===== src/rtl/muldiv_pkg.sv =====
// Shared definitions for the iterative multiply/divide unit: op codes,
// controller state encoding and fixed result constants.
package muldiv_pkg;

    localparam logic OP_MUL = 1'b0;
    localparam logic OP_DIV = 1'b1;

    localparam int MULDIV_ITERS = 32;

    // Quotient reported when the divisor is zero
    localparam logic [31:0] DIV0_QUOTIENT = 32'hFFFF_FFFF;

    typedef enum logic [1:0] {
        S_IDLE   = 2'd0,
        S_RUN    = 2'd1,
        S_FINISH = 2'd2
    } state_t;

endpackage


===== src/rtl/muldiv_addsub.sv =====
// (WIDTH+1)-bit adder/subtractor shared by the Booth multiply step, the
// non-restoring divide step and the final remainder restore.
module muldiv_addsub #(
    parameter int WIDTH = 32
) (
    input  logic [WIDTH:0] x,
    input  logic [WIDTH:0] y,
    input  logic           sub,
    output logic [WIDTH:0] sum
);

    assign sum = sub ? (x - y) : (x + y);

endmodule


===== src/rtl/muldiv_unit.sv =====
// Iterative signed multiply (radix-2 Booth) and divide (non-restoring) unit
// with a fixed 33-cycle start/done handshake.
module muldiv_unit
    import muldiv_pkg::*;
#(
    parameter int WIDTH = 32
) (
    input  logic             clock,
    input  logic             clear,
    input  logic             start,
    input  logic             op,
    input  logic [WIDTH-1:0] a,
    input  logic [WIDTH-1:0] b,
    output logic             busy,
    output logic             done,
    output logic [WIDTH-1:0] result_hi,
    output logic [WIDTH-1:0] result_lo,
    output logic             div_by_zero
);

    localparam int CNT_W = $clog2(WIDTH);

    state_t state, state_next;

    logic [CNT_W-1:0]        count;
    logic                    op_q;
    logic signed [WIDTH-1:0] a_q;
    logic signed [WIDTH-1:0] b_q;
    logic [WIDTH:0]          acc;
    logic [WIDTH-1:0]        mq;
    logic                    q_m1;

    logic [WIDTH-1:0] b_mag;
    logic [WIDTH-1:0] rem_mag;
    logic [WIDTH:0]   add_x;
    logic [WIDTH:0]   add_y;
    logic [WIDTH:0]   add_sum;
    logic             add_sub;
    logic [WIDTH:0]   booth_val;

    function automatic logic [WIDTH-1:0] negate(input logic [WIDTH-1:0] v);
        return (~v) + 1'b1;
    endfunction

    function automatic logic [WIDTH-1:0] magnitude(input logic [WIDTH-1:0] v);
        return v[WIDTH-1] ? negate(v) : v;
    endfunction

    assign busy  = (state != S_IDLE);
    assign b_mag = magnitude(b_q);

    // Adder operand selection: Booth add/sub of A, divide step on the shifted
    // partial remainder, or (in FINISH) the remainder restore add.
    always_comb begin
        add_x   = acc;
        add_y   = {a_q[WIDTH-1], a_q};
        add_sub = 1'b0;
        if (op_q == OP_DIV) begin
            add_y = {1'b0, b_mag};
            if (state == S_RUN) begin
                add_x   = {acc[WIDTH-1:0], mq[WIDTH-1]};
                add_sub = ~acc[WIDTH];
            end
        end else begin
            add_sub = mq[0] & ~q_m1;
        end
    end

    muldiv_addsub #(.WIDTH(WIDTH)) u_addsub (
        .x   (add_x),
        .y   (add_y),
        .sub (add_sub),
        .sum (add_sum)
    );

    assign booth_val = (mq[0] ^ q_m1) ? add_sum : acc;
    assign rem_mag   = acc[WIDTH] ? add_sum[WIDTH-1:0] : acc[WIDTH-1:0];

    always_ff @(posedge clock) begin
        if (clear) begin
            state <= S_IDLE;
        end else begin
            state <= state_next;
        end
    end

    always_comb begin
        state_next = state;
        case (state)
            S_IDLE:   if (start) state_next = S_RUN;
            S_RUN:    if (count == '0) state_next = S_FINISH;
            S_FINISH: state_next = S_IDLE;
            default:  state_next = S_IDLE;
        endcase
    end

    always_ff @(posedge clock) begin
        if (clear) begin
            count       <= '0;
            op_q        <= OP_MUL;
            a_q         <= '0;
            b_q         <= '0;
            acc         <= '0;
            mq          <= '0;
            q_m1        <= 1'b0;
            done        <= 1'b0;
            div_by_zero <= 1'b0;
            result_hi   <= '0;
            result_lo   <= '0;
        end else begin
            done <= 1'b0;
            case (state)
                S_IDLE: begin
                    if (start) begin
                        op_q        <= op;
                        a_q         <= a;
                        b_q         <= b;
                        count       <= CNT_W'(WIDTH - 1);
                        acc         <= '0;
                        q_m1        <= 1'b0;
                        mq          <= (op == OP_DIV) ? magnitude(a) : b;
                        div_by_zero <= 1'b0;
                    end
                end
                S_RUN: begin
                    count <= count - 1'b1;
                    if (op_q == OP_DIV) begin
                        acc <= add_sum;
                        mq  <= {mq[WIDTH-2:0], ~add_sum[WIDTH]};
                    end else begin
                        // Arithmetic right shift of {acc, mq, q_m1}
                        {acc, mq, q_m1} <= {booth_val[WIDTH], booth_val, mq};
                    end
                end
                S_FINISH: begin
                    done <= 1'b1;
                    if (op_q == OP_MUL) begin
                        result_hi <= acc[WIDTH-1:0];
                        result_lo <= mq;
                    end else if (b_q == '0) begin
                        result_hi   <= a_q;
                        result_lo   <= WIDTH'(DIV0_QUOTIENT);
                        div_by_zero <= 1'b1;
                    end else begin
                        // Quotient truncates toward zero; remainder follows the dividend sign
                        result_hi <= a_q[WIDTH-1] ? negate(rem_mag) : rem_mag;
                        result_lo <= (a_q[WIDTH-1] ^ b_q[WIDTH-1]) ? negate(mq) : mq;
                    end
                end
                default: ;
            endcase
        end
    end

endmodule


===== config.mk =====
export PLATFORM = sky130hd
export DESIGN_NAME = muldiv_unit
export DESIGN_NICKNAME = d
export VERILOG_FILES = /design/src/rtl/muldiv_pkg.sv /design/src/rtl/muldiv_addsub.sv /design/src/rtl/muldiv_unit.sv
export SDC_FILE = /design/constraint.sdc
export NUM_CORES = 1
export LEC_CHECK = 0
export BUFFER_PORTS_ARGS = -buffer_cell sky130_fd_sc_hd__buf_2
export CAP_MARGIN = 5
export CORE_MARGIN = 4
export CORE_UTILIZATION = 45
export DETAILED_ROUTE_END_ITERATION = 8
export HOLD_SLACK_MARGIN = 0.03
export PLACE_DENSITY = 0.64
export SYNTH_ARGS = -nofsm -noshare
export SYNTH_HDL_FRONTEND = slang
export SYNTH_SLANG_ARGS = --single-unit

===== constraint.sdc =====
create_clock -name clock -period 8.03 [get_ports clock]
set_clock_uncertainty 0.2 [all_clocks]
set_input_delay 1.2045 -clock clock [delete_from_list [all_inputs] [get_ports clock]]
set_output_delay 1.2045 -clock clock [all_outputs]
set_load 0.05 [all_outputs]

* Word-level counts from Yosys, hierarchy flattened
Index checks and enable logic that the tools add are counted.
** Word-level totals
- Bits in registers :: 204
- Bits in latches :: 0
- RAM bits :: 0
- ROM bits :: 0
- Output and inout bits :: 67
- Logic and storage cells :: 82
- Memories :: 0
** Operators by class
- $add $sub $neg :: 7
- Multiply operators :: 0
- Div/mod/pow operators :: 0
- Magnitude comparators :: 0
- Eq/ne operators :: 7
- Shift-type cells :: 0
- Mux-type cells :: 35
- Bitwise gates (word level) :: 10
- Reduce and logical (&&, ||, !) cells :: 11
** Operators with widths (number)
- 32-bit 2-to-1 mux :: 12
- 33-bit 2-to-1 mux :: 7
- 32-bit by 1-bit adder with 32-bit output, second input constant :: 4
- 32-bit NOT :: 4
- 33-bit one-hot mux with 2 select lines :: 1
- 32-bit one-hot mux with 2 select lines :: 1
- 33-bit adder :: 1
- 33-bit subtractor :: 1
- 32-bit zero test :: 1
- 5-bit one-hot mux with 2 select lines :: 1
- 2-bit inequality test, second input constant :: 4
- 1-bit 2-to-1 mux :: 7
- 2-bit AND reduction :: 3
- 2-bit nonzero test :: 3
- 5-bit zero test :: 1
- 5-bit 2-to-1 mux :: 1
- 5-bit by 1-bit subtractor with 5-bit output, second input constant :: 1
- 2-bit 2-to-1 mux :: 2
- 1-bit one-hot mux with 2 select lines :: 2
- 2-bit one-hot mux with 2 select lines :: 1
- 4-bit AND reduction :: 1
- 1-bit NOT :: 3
- 3-bit AND reduction :: 1
- 2-bit by 1-bit equality test with 1-bit output, second input constant :: 1
- other kinds (5) :: 6

* Longest topological paths before layout
- Depth in word-level cells :: 12
- Mapped depth :: 27
- Mapped depth without buffers :: 25

* By module
Synthesis repeated with hierarchy kept, for this count alone.
** Unflattened totals
- Cells, all modules :: 2158
- Area total of the unflattened synthesis :: 15971.6 sq um
** Modules (own cells, without submodules)
- muldiv_unit :: times used 1, cells each 1790, area each 13424.1 sq um, seq. area each 4083.9 sq um
- muldiv_addsub :: times used 1, cells each 368, area each 2547.4 sq um, seq. area each 0.0 sq um

* Worst setup path after synthesis
Ideal clock, no wire load.
- Kind :: register to register
- From :: register b_q[6]
- To :: register result_hi[30]
- Setup time :: 0.122 ns
- Arrival time :: 5.911 ns
- Data required time :: 7.708 ns
- Slack :: 1.797 ns
- Stages on the path, launching flop included :: 23
- Path buffers :: 2
- Clock period less this slack :: 6.233 ns
- Cells stage by stage :: dfxtp_1 or4_1 or3_1 buf_2 or4_1 a2111oi_0 o21ai_1 nor4b_2 a21oi_1 xnor2_1 ha_1 clkbuf_1 a21o_1 nor3_1 a21oi_1 or3_1 or3_1 and2_1 a221o_1 nor3_1 a21oi_1 xnor2_1 a221o_1
** Between the ends
- Longest elaborated chain between the ends :: 12
- Elaborated cells on any way between the ends :: 14
** RTL lines
- from (decl) :: RTL line muldiv_unit.sv:28 : logic signed [WIDTH-1:0] b_q;
- from (signal assigned) :: RTL line muldiv_unit.sv:102 : b_q <= '0;
- from (signal assigned) :: RTL line muldiv_unit.sv:117 : b_q <= b;
- 32-bit NOT :: RTL line muldiv_unit.sv:42 : return (~v) + 1'b1;
- 32-bit by 1-bit adder with 32-bit output :: RTL line muldiv_unit.sv:42
- 32-bit 2-to-1 mux :: RTL line muldiv_unit.sv:46 : return v[WIDTH-1] ? negate(v) : v;
- 33-bit 2-to-1 mux :: RTL line muldiv_unit.sv:58 : if (op_q == OP_DIV) begin
- 33-bit adder / 33-bit subtractor (equally long branches) :: RTL line muldiv_addsub.sv:12 : assign sum = sub ? (x - y) : (x + y);
- 33-bit 2-to-1 mux :: RTL line muldiv_addsub.sv:12
- 32-bit 2-to-1 mux :: RTL line muldiv_unit.sv:77 : assign rem_mag = acc[WIDTH] ? add_sum[WIDTH-1:0] : acc[WIDTH-1:0];
- 32-bit NOT :: RTL line muldiv_unit.sv:42
- 32-bit by 1-bit adder with 32-bit output :: RTL line muldiv_unit.sv:42
- 32-bit 2-to-1 mux :: RTL line muldiv_unit.sv:146 : result_hi <= a_q[WIDTH-1] ? negate(rem_mag) : rem_mag;
- 32-bit 2-to-1 mux * :: RTL line muldiv_unit.sv:140 : end else if (b_q == '0) begin
- 32-bit 2-to-1 mux * :: RTL line muldiv_unit.sv:137 : if (op_q == OP_MUL) begin
- to (signal assigned) :: RTL line muldiv_unit.sv:138 : result_hi <= acc[WIDTH-1:0];
- to (signal assigned) :: RTL line muldiv_unit.sv:141 : result_hi <= a_q;
- to (signal assigned) :: RTL line muldiv_unit.sv:146
- to (decl) :: RTL line muldiv_unit.sv:16 : output logic [WIDTH-1:0] result_hi,
Mark *: on every way between the ends. The rest lies on a longest branch, timed or not.
A chain may end at the register's enable or synchronous reset.

* Worst setup path in the final report
Ends and elaborated chain as after synthesis.

==> flow_metrics.env <==
export IMPL_hold_violations=0
export IMPL_period_share_pct=90.46
export IMPL_rows=68
export IMPL_status="finished, final reports clean"
export IMPL_numCtsBuffers=24
export IMPL_postSynthRegisterBits=204
export IMPL_peakVddDrop_uv=166.3
export IMPL_start_kind="flop"
export IMPL_crit_arrival_ns=7.47
export IMPL_rsz0062_at_grt="no"
export IMPL_path_depth=20
export IMPL_synth_flop_cell="dfxtp_1"
export IMPL_final_layout_size_suffix_gt1_share_pct=11.98
export IMPL_vias=16570
export IMPL_die_x_um=195.6
export IMPL_h_tree_depth=1
export IMPL_synth_adder_area_share_pct=3.525
export IMPL_dp_cells=2614
export IMPL_clk_latency_ns=0.53
export IMPL_clockRootBuffer="clkbuf_16"
export IMPL_yosys_top_cells_count="nand2_1 (355), a21oi_1 (224), dfxtp_1 (204)"
export IMPL_grt_max_degree=80
export IMPL_area_delta_synth_final_pct=10.34
export IMPL_synth_top_family_by_area="compound AO/OA/AOI/OAI gates"
export IMPL_syn_area_sq_um=15830
export IMPL_critPathMaxStageDelay_ns=0.63
export IMPL_hp_class="reg -> reg"
export IMPL_clk_pin_slew_ns=0.06
export IMPL_coreArea_sq_um=34630
export IMPL_synth_mux_area_share_pct=5.247
export IMPL_diodes=0
export IMPL_criticalPathCategory="reg -> reg"
export IMPL_grt_overflow=0
export IMPL_period_minus_slack_ns=7.264
export IMPL_antenna_found_initial=0
export IMPL_gp_congestion=0.9537
export IMPL_die_y_um=195.6
export IMPL_fmax_mhz=137.7
export IMPL_fill_cells=3455
export IMPL_syn_nets=2285
export IMPL_syn_inst=2173
export IMPL_yosysMostFrequentCell="nand2_1"
export IMPL_synth_simple_gate_area_share_pct=21.72
export IMPL_fin_cells=2658
export IMPL_worst_path_max_fanout=11
export IMPL_hold_depth=2
export IMPL_power_density_nw_per_um2=211.9
export IMPL_portBuffers=134
export IMPL_p_leak_nw=6.794
export IMPL_cp_required_ns=8.24
export IMPL_yosys_cell_types_count=84
export IMPL_crit_buf_inv=0
export IMPL_yosysTopAreaCell="dfxtp_1"
export IMPL_ant_nets=0
export IMPL_routedWlPerCell_um=21.44
export IMPL_fin_util_pct=50.45
export IMPL_cts_tree="done"
export IMPL_dpl_instance_area_sq_um=16680
export IMPL_crit_slowest_cell="or4_1"
export IMPL_synthArstFlopShare_pct=0
export IMPL_ctsHoldBuffers=0
export IMPL_synth_top_area_share_pct=25.79
export IMPL_setup_slack_ns=0.7663
export IMPL_maxSlewHeadroom_pct=25.79
export IMPL_finalSetupViolCount=0
export IMPL_synth_warnings=0
export IMPL_cp_end_kind="flop"
export IMPL_preCtsSetupSlack_ns=0.7586
export IMPL_dp_hpwl_um=41630
export IMPL_tightest_slew_ns=1.107
export IMPL_ys_seq_area_share_pct=25.79
export IMPL_fin_nets=2297
export IMPL_clock_path_buffers=3
export IMPL_die_area_sq_um=38250
export IMPL_detail_route_first_pass_iterations=6
export IMPL_vias_per_cell=6.236
export IMPL_synth_compound_area_share_pct=29.42
export IMPL_io_pins=135
export IMPL_final_max_slew_viol_count=0
export IMPL_post_route_drc_count=0
export IMPL_routed_wirelength_um=56980
export IMPL_cp_top_family="simple AND/OR/NAND/NOR gates"
export IMPL_final_cell_area_sq_um=17470
export IMPL_ys_top_cells_by_area="dfxtp_1 (26%), nand2_1 (8.4%), a21oi_1 (7.1%)"
export IMPL_synth_edf_count=0
export IMPL_track_usage_pct=28.46
export IMPL_synth_xor_area_share_pct=9.183
export IMPL_worstPathCellList="or4_1, or3_1, or4_1, a2111oi_0, o21ai_1, nor4b_2, a21oi_1, xnor2_1, ha_1, and4_1, a32oi_1, a21oi_1, or3_1, or3_1, and2_1, a221o_1, nor3_1, a21oi_1, xnor2_1, a221o_1"
export IMPL_syn_avg_cell_area_sq_um=7.286
export IMPL_fin_tns_setup_ns=0
export IMPL_grt_pass1_wl_um=89070
export IMPL_initial_core_util_pct=45.72
export IMPL_reg2reg_depth=20
export IMPL_drtIter0Drc=1876
export IMPL_grt_pass1_vias=15160
export IMPL_cts_sinks=204
export IMPL_drv_cap=0
-- final cells by class --
type                            count  area (sq um)  area share, %
Clock buffer                       33         685.7          3.925
Inverter                           32         120.1         0.6876
Clock inverter                     11         96.34         0.5515
Tap cell                          455         569.3          3.259
Sequential cell                   204          4089          23.41
Timing Repair Buffer              164         898.4          5.143
Multi-Input combinational cell   1759         11010          63.03
-- state kept, by name, indices dropped and copies added (netlist names) --
register	flops
result_lo	32
done	1
acc	33
op_q	1
b_q	32
a_q	32
q_m1	1
div_by_zero	1
count	5
state	2
result_hi	32
mq	32
-- through the flow --
| stage | hold WS [ns] | total power [mW] |
|---|---|---|
| 3_5_place_dp | 0.2286 | 2.580 |
| 2_1_floorplan | 0.2344 | 2.185 |
| 6_report | 0.2357 | 3.701 |
| 5_1_grt | 0.2587 | 3.894 |
| 4_1_cts | 0.2382 | 3.678 |
| 3_3_place_gp | 0.2250 | 2.567 |
-- final timing paths --
| kind | from | end | slack [ns] |
|---|---|---|---|
| max reg2reg | b_q[6]$_SDFFE_PP0P_ | result_hi[30]$_SDFFE_PP0P_ | 0.77 |
| max | b_q[6]$_SDFFE_PP0P_ | result_hi[30]$_SDFFE_PP0P_ | 0.77 |
| min reg2reg | result_hi[15]$_SDFFE_PP0P_ | result_hi[15]$_SDFFE_PP0P_ | 0.24 |
| min | result_hi[15]$_SDFFE_PP0P_ | result_hi[15]$_SDFFE_PP0P_ | 0.24 |
-- routing by layer --
metal	vias up	part of all wire, %	routed length, um	GRT usage (%)
met2	736	45	25450	45.10
met3	70	8.3	4737	3.520
met1	7845	45	25360	41.17
li1	7923	-	-	-
met4	0	2.5	1429	7.163
met5	-	0	0	0
-- cell families after synthesis --
family,after synthesis
AO/OA/AOI/OAI,703
XOR/XNOR,166
adder cells (fa/ha/maj),44
buffers and inverters,210
flip-flops,204
multiplexers,79
AND/OR/NAND/NOR,767
-- worst register-to-register path: stages (launching register included) --
cell	delay (ns)
dfxtp_1	0.36
or4_1	0.63
or3_1	0.54
or4_1	0.52
a2111oi_0	0.57
o21ai_1	0.17
nor4b_2	0.57
a21oi_1	0.18
xnor2_1	0.24
ha_1	0.40
and4_1	0.28
a32oi_1	0.18
a21oi_1	0.11
or3_1	0.30
or3_1	0.43
and2_1	0.23
a221o_1	0.33
nor3_1	0.34
a21oi_1	0.13
xnor2_1	0.16
a221o_1	0.29
-- where the power goes --
part / switching [mW] / internal (mW) / total, mW
combinational: 0.915 / 0.496 / 1.41
sequential: 0.117 / 1.08 / 1.19
clock: 0.464 / 0.632 / 1.10
total: 1.50 / 2.21 / 3.70
-- placed cells by master, fill, tap and decap left out, drive strengths merged, types with 47 or more instances in the layout --
cell and instances:
nor3 47, buf 164, xor2 84, a21oi 224
nor2 187, nand2 355, dfxtp 204, o21ai 118
xnor2 82, a211oi 105, mux2i 60
-- timing repair --
| action | 4_1_cts | 5_1_grt |
|---|---|---|
| gates resized for setup | 0 | 1 |
| endpoints found under the setup margin | 0 | 1 |
| setup buffers | 0 | 0 |
No activity file was read; power rests on OpenSTA's default activity.
